<file path="src/rtl/mips_pkg.sv">
// Shared types for the MIPS fetch stage.
// FSM encoding, next-PC select codes, reset PC.
package mips_pkg;

  typedef enum logic [2:0] {
    S_IDLE,
    S_FETCH,
    S_EXEC,
    S_HALT,
    S_ERR
  } state_t;

  typedef enum logic [1:0] {
    PC_SEQ = 2'b00,
    PC_BR  = 2'b01,
    PC_J   = 2'b10,
    PC_JR  = 2'b11
  } pc_sel_t;

  localparam logic [31:0] RESET_PC_DEF = 32'h0000_0000;

endpackage

</file>
<file path="src/rtl/mips_fetch_unit_if.sv">
// Instruction-memory read port.
// Fetch unit is master, memory is slave.
interface mips_fetch_unit_if;

  logic        imem_req;
  logic [31:0] imem_addr;
  logic        imem_ack;
  logic [31:0] imem_rdata;

  modport master (
    output imem_req,
    output imem_addr,
    input  imem_ack,
    input  imem_rdata
  );

  modport slave (
    input  imem_req,
    input  imem_addr,
    output imem_ack,
    output imem_rdata
  );

endinterface

</file>
<file path="src/rtl/mips_next_pc.sv">
// Next fetch address calculation.
// Pure combinational, wraps modulo 2^32.
module mips_next_pc
  import mips_pkg::*;
(
  input  logic [31:0] pc,
  input  logic [31:0] ir,
  input  logic [31:0] jr_target,
  input  pc_sel_t     sel,
  output logic [31:0] next_pc
);

  logic [31:0] pc_plus4;
  logic [31:0] br_off;
  logic        unused_ir;

  assign pc_plus4  = pc + 32'd4;
  assign br_off    = {{14{ir[15]}}, ir[15:0], 2'b00};
  assign unused_ir = ^ir[31:26];

  // select target; jr drops misaligned low bits
  always_comb begin
    next_pc = pc_plus4;
    unique case (sel)
      PC_SEQ: next_pc = pc_plus4;
      PC_BR:  next_pc = pc_plus4 + br_off;
      PC_J:   next_pc = {pc_plus4[31:28], ir[25:0], 2'b00};
      PC_JR:  next_pc = jr_target & 32'hFFFF_FFFC;
      default: next_pc = pc_plus4;
    endcase
  end

endmodule

</file>
<file path="src/rtl/mips_fetch_unit.sv">
// MIPS instruction-fetch stage.
// Owns PC/IR, fetches via req/ack, applies controller's PC decision.
module mips_fetch_unit
  import mips_pkg::*;
#(
  parameter logic [31:0] RESET_PC       = RESET_PC_DEF,
  parameter int          TIMEOUT_CYCLES = 16
) (
  input  logic               clk,
  input  logic               rst_n,
  mips_fetch_unit_if.master  imem,
  output logic [31:0]        IR,
  output logic               ir_valid,
  output logic [31:0]        pc,
  output logic [31:0]        pc_plus4,
  input  logic               pc_ld_en,
  input  logic [1:0]         pc_next_sel,
  input  logic [31:0]        jr_target,
  input  logic               exec_stall,
  output logic               halted,
  output logic               fetch_err
);

  localparam logic [7:0] CNT_LAST = 8'(TIMEOUT_CYCLES - 1);

  state_t      state, state_n;
  logic [31:0] pc_q, pc_n;
  logic [31:0] ir_q, ir_n;
  logic [7:0]  cnt, cnt_n;
  logic [31:0] next_pc;

  mips_next_pc u_next_pc (
    .pc        (pc_q),
    .ir        (ir_q),
    .jr_target (jr_target),
    .sel       (pc_sel_t'(pc_next_sel)),
    .next_pc   (next_pc)
  );

  // state, PC, IR and timeout counter registers
  always_ff @(posedge clk or negedge rst_n) begin
    if (!rst_n) begin
      state <= S_IDLE;
      pc_q  <= RESET_PC;
      ir_q  <= 32'h0;
      cnt   <= 8'h0;
    end else begin
      state <= state_n;
      pc_q  <= pc_n;
      ir_q  <= ir_n;
      cnt   <= cnt_n;
    end
  end

  // next state and register updates
  always_comb begin
    state_n = state;
    pc_n    = pc_q;
    ir_n    = ir_q;
    cnt_n   = cnt;
    unique case (state)
      S_IDLE: state_n = S_FETCH;
      S_FETCH: begin
        if (imem.imem_ack) begin
          ir_n    = imem.imem_rdata;
          cnt_n   = 8'h0;
          state_n = S_EXEC;
        end else if (cnt == CNT_LAST) begin
          state_n = S_ERR;
        end else begin
          cnt_n = cnt + 8'd1;
        end
      end
      S_EXEC: begin
        if (!exec_stall) begin
          if (pc_ld_en) begin
            pc_n    = next_pc;
            state_n = S_FETCH;
          end else begin
            state_n = S_HALT;
          end
        end
      end
      S_HALT:  state_n = S_HALT;
      S_ERR:   state_n = S_ERR;
      default: state_n = S_IDLE;
    endcase
  end

  assign imem.imem_req  = (state == S_FETCH);
  assign imem.imem_addr = pc_q;
  assign ir_valid       = (state == S_EXEC);
  assign halted         = (state == S_HALT);
  assign fetch_err      = (state == S_ERR);
  assign IR             = ir_q;
  assign pc             = pc_q;
  assign pc_plus4       = pc_q + 32'd4;

endmodule

</file>
<file path="src/flat_wrapper.sv">
// flat-port wrapper written by rule: the top's interface ports become plain ports
module mips_fetch_unit_flat import mips_pkg::*;
#(
  parameter logic [31:0] RESET_PC       = RESET_PC_DEF,
  parameter int          TIMEOUT_CYCLES = 16
)
  (clk, rst_n, IR, ir_valid, pc, pc_plus4, pc_ld_en, pc_next_sel, jr_target, exec_stall, halted, fetch_err, imem_imem_req, imem_imem_addr, imem_imem_ack, imem_imem_rdata);
  mips_fetch_unit_if imem_i ();
  input  logic clk;
  input  logic rst_n;
  output logic [31:0] IR;
  output logic ir_valid;
  output logic [31:0] pc;
  output logic [31:0] pc_plus4;
  input  logic pc_ld_en;
  input  logic [1:0] pc_next_sel;
  input  logic [31:0] jr_target;
  input  logic exec_stall;
  output logic halted;
  output logic fetch_err;
  output wire logic [$bits(imem_i.imem_req)-1:0] imem_imem_req;
  output wire logic [$bits(imem_i.imem_addr)-1:0] imem_imem_addr;
  input wire logic [$bits(imem_i.imem_ack)-1:0] imem_imem_ack;
  input wire logic [$bits(imem_i.imem_rdata)-1:0] imem_imem_rdata;
  assign imem_imem_req = imem_i.imem_req;
  assign imem_imem_addr = imem_i.imem_addr;
  assign imem_i.imem_ack = imem_imem_ack;
  assign imem_i.imem_rdata = imem_imem_rdata;
  mips_fetch_unit #(.RESET_PC(RESET_PC), .TIMEOUT_CYCLES(TIMEOUT_CYCLES)) u_core (.clk(clk), .rst_n(rst_n), .imem(imem_i), .IR(IR), .ir_valid(ir_valid), .pc(pc), .pc_plus4(pc_plus4), .pc_ld_en(pc_ld_en), .pc_next_sel(pc_next_sel), .jr_target(jr_target), .exec_stall(exec_stall), .halted(halted), .fetch_err(fetch_err));
endmodule
</file>
<file path="config.mk">
export PLATFORM = sky130hd
export DESIGN_NAME = mips_fetch_unit_flat
export DESIGN_NICKNAME = d
export VERILOG_FILES = /design/src/rtl/mips_pkg.sv /design/src/rtl/mips_fetch_unit_if.sv /design/src/rtl/mips_next_pc.sv /design/src/rtl/mips_fetch_unit.sv /design/src/flat_wrapper.sv
export SDC_FILE = /design/constraint.sdc
export NUM_CORES = 1
export LEC_CHECK = 0
export ABC_AREA = 1
export BUFFER_PORTS_ARGS = -buffer_cell sky130_fd_sc_hd__buf_4
export CORE_MARGIN = 1.5
export CORE_UTILIZATION = 40
export DETAILED_ROUTE_END_ITERATION = 7
export GPL_TIMING_DRIVEN = 0
export SLEW_MARGIN = 20
export SYNTH_ARGS = -nofsm -noshare
export SYNTH_HDL_FRONTEND = slang
export SYNTH_HIERARCHICAL = 1
export SYNTH_SLANG_ARGS = --single-unit
</file>
<file path="constraint.sdc">
create_clock -name clk -period 3.72 [get_ports clk]
set_input_delay 0.186 -clock clk [delete_from_list [all_inputs] [get_ports clk]]
set_output_delay 0.186 -clock clk [all_outputs]
set_load 0.02 [all_outputs]
</file>
Word-level counts from Yosys, hierarchy flattened

Index checks and enable logic that the tools add are counted.

Bits in registers: 75
Latch bits: 0
Bits in writable memories: 0
ROM bits: 0
Output and inout bits: 132
Logic and storage cells: 33
Memories: 0

Add/subtract/negate cells: 3
Multipliers: 0
Divide/modulo/power cells: 0
Magnitude comparators: 0
Equal/unequal tests: 11
Shift operators: 0
Muxes and demuxes: 8
Bitwise operators: 1
Reductions and logical operators: 6

Operators with widths:

| kind                                                   | number |
|---|---|
| case mux 32 bit (4 select lines)                       | 1 |
| adder 32 x 3 -> 32 bit (second input constant)         | 1 |
| adder 32 bit                                           | 1 |
| 2-to-1 mux 8 bit                                       | 2 |
| case mux 3 bit (5 select lines)                        | 1 |
| 2-to-1 mux 3 bit                                       | 3 |
| adder 8 x 1 -> 8 bit (second input constant)           | 1 |
| == test 8 x 4 -> 1 bit (second input constant)         | 1 |
| == test 3 x 2 -> 1 bit (second input constant)         | 2 |
| AND reduction 2 bit                                    | 3 |
| == test 2 bit (second input constant)                  | 2 |
| inequality test 2 bit (second input constant)          | 2 |
| == test 3 x 1 -> 1 bit (second input constant)         | 1 |
| == test 3 bit (second input constant)                  | 1 |
| logical NOT 3 bit                                      | 1 |
| inequality test 3 x 1 -> 1 bit (second input constant) | 1 |
| AND reduction 3 bit                                    | 1 |
| == test 2 x 1 -> 1 bit (second input constant)         | 1 |
| logical NOT 2 bit                                      | 1 |
| 2-to-1 mux 2 bit                                       | 1 |
| inverter 1 bit                                         | 1 |

Depth between registers and ports, before layout

Gate-level depths: netlist of the first run.

Depth after elaboration: 4
Mapped depth: 26
Gate-level depth less buffers: 26

Cells and area by module

The synthesis of the first run kept the hierarchy.

Modules (own cells, without submodules):

| module          | instances | cells each | area an instance (sq um) |
|---|---|---|---|
| mips_fetch_unit | 1         | 566        | 4201.5 |
| mips_next_pc    | 1         | 744        | 3752.3 |

Worst setup path before layout of the first run

Ideal clock, no wire load.

Path type: reg2reg
From: register u_core.pc_q[2], in the netlist u_core/imem.imem_addr[2]
To: register u_core.pc_q[29], in the netlist u_core/imem.imem_addr[29]
Library setup time: 126 ps
Data arrival time: 2777 ps
Required time: 3594 ps
Slack: 816 ps
Stages on the path, launching flop included: 24
Path buffers: 0
Period minus slack after synthesis: 2904 ps
Cells stage by stage: dfrtp_1 > ha_1 > nand2_1 > inv_1 > nand3_1 > nor2_1 > nand3_1 > nor3_1 > nand2_1 > nand2_1 > inv_2 > ha_1 > nand2_1 > nor2_1 > inv_1 > nor2_1 > and2_1 > nand2_1 > nand2_1 > nand2_1 > nand3_1 > nand3_1 > inv_1 > o21ai_0

Word-level cells in the longest chain between the ends: 3

RTL lines:

| item                                 | line                  | text |
|---|---|---|
| start: declaration                   | mips_fetch_unit.sv:27 | `logic [31:0] pc_q, pc_n;` |
| start signal: assignment             | mips_fetch_unit.sv:49 | `pc_q <= pc_n;` |
| adder 32 x 3 -> 32 bit (*)           | mips_next_pc.sv:17    | `assign pc_plus4 = pc + 32'd4;` |
| adder 32 bit                         | mips_next_pc.sv:26    | `PC_BR: next_pc = pc_plus4 + br_off;` |
| case mux 32 bit (4 select lines) (*) | mips_next_pc.sv:24    | `unique case (sel)` |
| named net u_core.next_pc[29]         | mips_fetch_unit.sv:30 | `logic [31:0] next_pc;` |

Mark *: on every way through the listed nets, which the timed path passes. The rest lies on a longest branch.
A chain may end at the register's enable or synchronous reset.

Final worst setup path of the first run

From: register u_core.pc_q[2], in the netlist u_core/imem.imem_addr[2]
To: register u_core.pc_q[21], in the netlist u_core/imem.imem_addr[21]

The elaborated chain is that of the path after synthesis.

==> metrics.md, run 1 <==
| Metric | Value |
|---|---|
| DR pass1 iterations | `6` |
| Fill cells | `2101` |
| Fin crit period | `3410 ps` |
| Synthesis-stage register bit count | `75` |
| Sequential fraction of the synthesis area | `23.6%` |
| Final wirelength | `27700 um` |
| Data arrival, critical path | `3640 ps` |
| PD cells | `812 mW/mm^2` |
| Reg area | `0.00189 mm^2` |
| Post-Syn Area | `0.00795 mm^2` |
| Hold crit path type | `primary input to async pin` |
| Area leader, netlist | `nand2_1` |
| Final setup margin | `309 ps` |
| Synth top area share | `23.8%` |
| Status | `finished clean` |
| Setup Fix Bufs, Post-CTS | `0` |
| Die height | `144 um` |
| Vias in the first global route | `8224` |
| Leak | `5.44 nW` |
| Count of final hold-check violations | `0` |
| Worst rel slew slack | `33.1%` |
| Top FF cell, synth | `dfrtp_1` |
| Share of cells above drive strength 1 | `21.5%` |
| Req. time, crit path | `3950 ps` |
| Largest cells by area after synthesis | `nand2_1 (24%), dfrtp_1 (24%), inv_1 (7.9%)` |
| Type of origin of the critical path | `flop` |
| GR Util All Layers | `27.0%` |
| Commonest non-fill, non-tap cells in the layout | `nand2_1 (505), buf_4 (234), inv_1 (168), nor2_1 (119), nand3_1 (82)` |
| Fraction of registers with async set/reset | `100%` |
| 1st-iter DRT viols | `484` |
| Clk_skew | `11.3 ps` |
| Syn Area/Cell | `6.07 um^2` |
| First-pass GRT wire length | `42600 um` |
| Residual DRC | `0` |
| Port Buf Inserts | `199` |
| Antenna Cells | `0` |
| Post-synthesis cell count | `1310` |
| Most common cell after layout, fill and taps aside | `nand2_1` |
| Post-route ant nets | `0` |
| CTS tree | `yes` |
| Routed WL per cell | `15.5 um` |
| Worst slew pin tran | `1000 ps` |
| Post-synth EDFFs | `0` |
| Top Ports | `203` |
| FP Rows | `51` |
| Fmax | `0.293 GHz` |
| Tcrit/Tclk final | `91.7%` |
| Clock Latency Late Sink | `350 ps` |
| Worst VDD drop | `0.352 mV` |
| Starting density of the core | `40.9%` |
| Total congestion overflow | `0` |
| Antenna violations before repair | `0` |
| Post-Syn Nets | `1418` |
| Core Area | `0.0195 mm^2` |
| GP Congestion | `0.937` |
| Yosys cell types | `46` |
| Die area | `0.0207 mm^2` |
| Util after Layout | `52.0%` |
| Vias per inst | `4.91` |
| Die X | `144 um` |
| Fin. max-slew vios | `0` |
| Max-Cap Viols | `0` |
| DP Worst Slack | `108 ps` |
| H-tree lvl count | `3` |
| Area Growth Syn to Fin | `27.3%` |
| Root buffer cell | `clkbuf_16` |
| Setup crit end kind | `flop` |
| Setup violators final | `0` |
| Post-layout nets | `1628` |
| Worst-path clk slew | `60 ps` |
| Setup CP Type | `flop to flop` |
| Ys Warns | `6` |
| Worst reg2reg setup slack | `310 ps` |
| TritonCTS Sinks | `75` |
| Total number of vias | `8792` |
| Largest net degree at the start of global routing | `76` |
| CTS buffer count | `9` |
| Multi-input gate area | `0.00504 mm^2` |
| Post-DP HPWL | `22300 um` |
| Worst Path Max Fanout | `10` |
| Clock buffer depth | `2` |
-- final timing paths --
kind                                                from                        end  depth (start not counted)
worst min-delay path                               rst_n            u_core/state[2]                          1
worst max-delay path            u_core/imem.imem_addr[2]  u_core/imem.imem_addr[21]                         18
worst max register to register  u_core/imem.imem_addr[2]  u_core/imem.imem_addr[21]                         18
worst min register to register             u_core/IR[30]              u_core/IR[30]                          2
max in group asynchronous                          rst_n  u_core/imem.imem_addr[11]                          1
min in group clk                      imem_imem_rdata[4]               u_core/IR[4]                          3
-- Yosys cell counts, types with 12 or more instances --
| master | n |
|---|---|
| nand2_1 | 505 |
| inv_1 | 168 |
| nor2_1 | 119 |
| nand3_1 | 82 |
| dfrtp_1 | 75 |
| o21ai_0 | 38 |
| ha_1 | 36 |
| buf_4 | 35 |
| a21oi_1 | 30 |
| nand4_1 | 28 |
| xor2_1 | 27 |
| nand3b_1 | 20 |
| o21ai_1 | 15 |
| nor3_1 | 12 |
-- stage by stage --
step	area [um^2]	hold WS, ps	total power, W	TNS [ps]	instances
2_1_floorplan	7950	-110	0.00525	0	1310
3_3_place_gp	9780	386	0.00715	0	1774
3_5_place_dp	9780	390	0.00721	0	1774
4_1_cts	10100	26.1	0.00819	0	1789
5_1_grt	10100	27.3	0.00893	-0.791	1789
6_report	10100	4.40	0.00823	0	1789
-- timing repair --
action / CTS / global route
setup endpoints to repair: 0 / 14
hold buffers: 0 / 0
resized for setup: 0 / 13
-- power breakdown --
part           total, W  switching (W)  internal, W
logic           0.00544        0.00328      0.00216
registers       0.00183       0.000683      0.00115
clock network  0.000956       0.000370     0.000586
total           0.00823        0.00433      0.00389
-- critical path, stage by stage (launching register included) --
cell      delay [ps]
dfrtp_2          490
ha_1             230
inv_1            150
nor2_4           240
nand2_1          180
nor2_1           250
xor2_2           140
ha_1             390
nand2_1          110
nor2_1           130
inv_1             70
nor2_1           180
nand4_1          200
nand3_1          130
nand2_1           50
nand3_1           60
nand3b_1          80
nor2_1           160
a21oi_1           50
-- layer usage --
metal / vias up / GRT usage [%] / part of all wire (%)
li1: 4529 / - / -
met4: 0 / 9.24 / 2.5
met2: 279 / 44.5 / 46
met3: 40 / 4.17 / 6.2
met1: 3944 / 36.0 / 45
met5: - / 0 / 0
-- cell type report --
class / count / area share [%]
tap: 265 / 3.27
buffer: 57 / 3.92
clock buffer: 9 / 2.22
timing repair buffer: 199 / 14.8
multi-input combinational: 1004 / 49.8
sequential: 75 / 18.7
clock inverter: 6 / 0.890
inverter: 174 / 6.47
-- logic make-up (layout without fill, tap and decap cells) --
family | Yosys count | after routing | synth area share (%)
simple gates | 814 | 814 | 44.5
buf+inv | 231 | 445 | 13.2
fa+ha+maj | 37 | 37 | 5.91
xor+xnor | 39 | 39 | 4.39
flops | 75 | 75 | 23.6
compound gates | 114 | 114 | 8.37
-- flip-flops by register name, indices dropped and copies added (netlist names) --
register               count
u_core/IR                 32
u_core/cnt                 8
u_core/imem.imem_addr     32
u_core/state               3
(Power assumes the default switching activity.)
==> run 2, diff against run 1 <==
--- a/config.mk
+++ b/config.mk
@@ -11,6 +11,7 @@
 export CORE_UTILIZATION = 40
 export DETAILED_ROUTE_END_ITERATION = 7
 export GPL_TIMING_DRIVEN = 0
+export PLACE_DENSITY = 0.72
 export SLEW_MARGIN = 20
 export SYNTH_ARGS = -nofsm -noshare
 export SYNTH_HDL_FRONTEND = slang
==> run 2 against run 1 <==
Register-to-register slack worse by 60 ps. Via count up 1.6%. Hold slack better by 37 ps. Combinational power about the same. Critical path depth unchanged. Utilization up 0.30 points. Clock power up 8%. Setup slack worse by 58 ps. Die area unchanged. Final area up 0.58%. Critical path type unchanged.
==> metrics.md, run 2 (synthesized netlist as in run 1, its figures left out) <==
| Metric | Value |
|---|---|
| Setup crit end kind | `flop` |
| PD cells | `816 mW/mm^2` |
| Leak | `5.47 nW` |
| Residual DRC | `0` |
| Data arrival, critical path | `3730 ps` |
| Post-DP HPWL | `21900 um` |
| Setup TNS | `0 ps` |
| Fin crit period | `3470 ps` |
| Count of final hold-check violations | `0` |
| Share of cells above drive strength 1 | `21.5%` |
| TritonCTS Sinks | `75` |
| Total number of vias | `8937` |
| 1st-iter DRT viols | `596` |
| Die area | `0.0207 mm^2` |
| H-tree lvl count | `3` |
| Placed insts | `1774` |
| First-pass GRT wire length | `42100 um` |
| Die X | `144 um` |
| Largest net degree at the start of global routing | `76` |
| Starting density of the core | `40.9%` |
| Type of origin of the critical path | `flop` |
| Setup violators final | `0` |
| Worst VDD drop | `0.495 mV` |
| Clk_skew | `6.90 ps` |
| Tcrit/Tclk final | `93.2%` |
| Most common cell after layout, fill and taps aside | `nand2_1` |
| DR pass1 iterations | `5` |
| GR Util All Layers | `26.3%` |
| Vias in the first global route | `8199` |
| FP Rows | `51` |
| Die height | `144 um` |
| Max-Cap Viols | `0` |
| Post-layout nets | `1630` |
| Setup CP Type | `flop to flop` |
| Req. time, crit path | `3980 ps` |
| Status | `finished clean` |
| GP Congestion | `0.961` |
| Fmax | `0.288 GHz` |
| Area Growth Syn to Fin | `28.1%` |
| Fin. max-slew vios | `0` |
| RR Startpoint | `u_core/imem.imem_addr[15]` |
| Antenna violations before repair | `0` |
| RSZ-0062 raised after global routing | `false` |
| Top Ports | `203` |
| Clock Latency Late Sink | `340 ps` |
| Root buffer cell | `clkbuf_16` |
| Port Buf Inserts | `199` |
| Clock buffer depth | `2` |
| Worst slew pin tran | `860 ps` |
| Fill cells | `2019` |
| Antenna Cells | `0` |
| Hold crit path type | `primary input to flop` |
| Commonest non-fill, non-tap cells in the layout | `nand2_1 (505), buf_4 (234), inv_1 (168), nor2_1 (119), nand3_1 (82)` |
| CP startpoint | `u_core/imem.imem_addr[15]` |
| Worst-path clk slew | `60 ps` |
| Final Instance Count excl. Fillers | `1792` |
| CTS tree | `yes` |
| Vias per inst | `4.99` |
| Total congestion overflow | `0` |
| Worst Path Max Fanout | `8` |
| CTS buffer count | `9` |
| Hold wc startpoint | `imem_imem_rdata[23]` |
| Core Area | `0.0195 mm^2` |
| Final wirelength | `27300 um` |
| Worst rel slew slack | `42.6%` |
| Post-route ant nets | `0` |
| Routed WL per cell | `15.2 um` |
[run 2: repair_timing]
item | 4_1_cts | 5_1_grt
hold endpoints to repair | 0 | 20
hold buffers | 0 | 1
resized for setup | 0 | 12
setup endpoints to repair | 0 | 14
setup buffers | 0 | 0
[run 2: layer usage]
layer / global-route usage [%] / routed length (um) / vias to the layer above
met5: 0 / 0 / -
met4: 6.61 / 573 / 0
met3: 4.30 / 2150 / 32
met2: 45.0 / 12700 / 347
met1: 34.3 / 11900 / 4031
li1: - / - / 4527
[run 2: worst paths after layout]
check | slack (ps) | cells past startpoint | endpoint
min in group asynchronous | 270 | 2 | u_core/IR[28]
hold reg to reg | 480 | 2 | u_core/IR[28]
setup / recovery | 250 | 18 | u_core/imem.imem_addr[29]
setup reg to reg | 250 | 18 | u_core/imem.imem_addr[29]
hold / removal | 40 | 3 | u_core/IR[23]
max in group asynchronous | 2850 | 3 | u_core/imem.imem_addr[7]
[run 2: area by class of cell]
| class | instances | area [um^2] | share of cell area [%] |
|---|---|---|---|
| plain buffers | 57 | 397 | 3.89 |
| clock buffers | 10 | 239 | 2.35 |
| clock inverters | 6 | 111 | 1.09 |
| inverters | 174 | 656 | 6.44 |
| multi-input cells | 1004 | 5030 | 49.4 |
| flip-flops and latches | 75 | 1890 | 18.6 |
| well taps | 265 | 332 | 3.26 |
| repair buffers | 201 | 1530 | 15.0 |
[run 2: worst max-delay path, cell delays in order (launching register included)]
cell and delay (ps):
dfrtp_1 550, inv_1 160, nor3_1 290, nand3_1 180, nor2_1 130, nand2_1 100, xor2_1 200, ha_1 390
nand2_1 100, inv_1 80, nand2_1 110, nor3_1 320, and2_1 190, nand2_1 120, nand3_1 110, nand3_1 90
nand3_1 80, inv_1 40, o21ai_0 150
[run 2: report_power, final]
group          internal, W  total [W]  switching, W
Combinational      0.00216    0.00544       0.00328
Clock             0.000675    0.00103      0.000355
Sequential         0.00115    0.00184      0.000695
[run 2: per-stage QoR]
stage               hold slack, ps  util, %  setup slack [ps]  instance area [um^2]  power, W
floorplan                     -110        -               816                  7950   0.00525
global placement               385     50.2               218                  9780   0.00713
detailed placement             391     50.2               223                  9780   0.00722
CTS                           29.1     52.0               205                 10100   0.00829
global route                  40.9     52.3              1.42                 10200   0.00901
finish                        41.9     52.3               252                 10200   0.00831
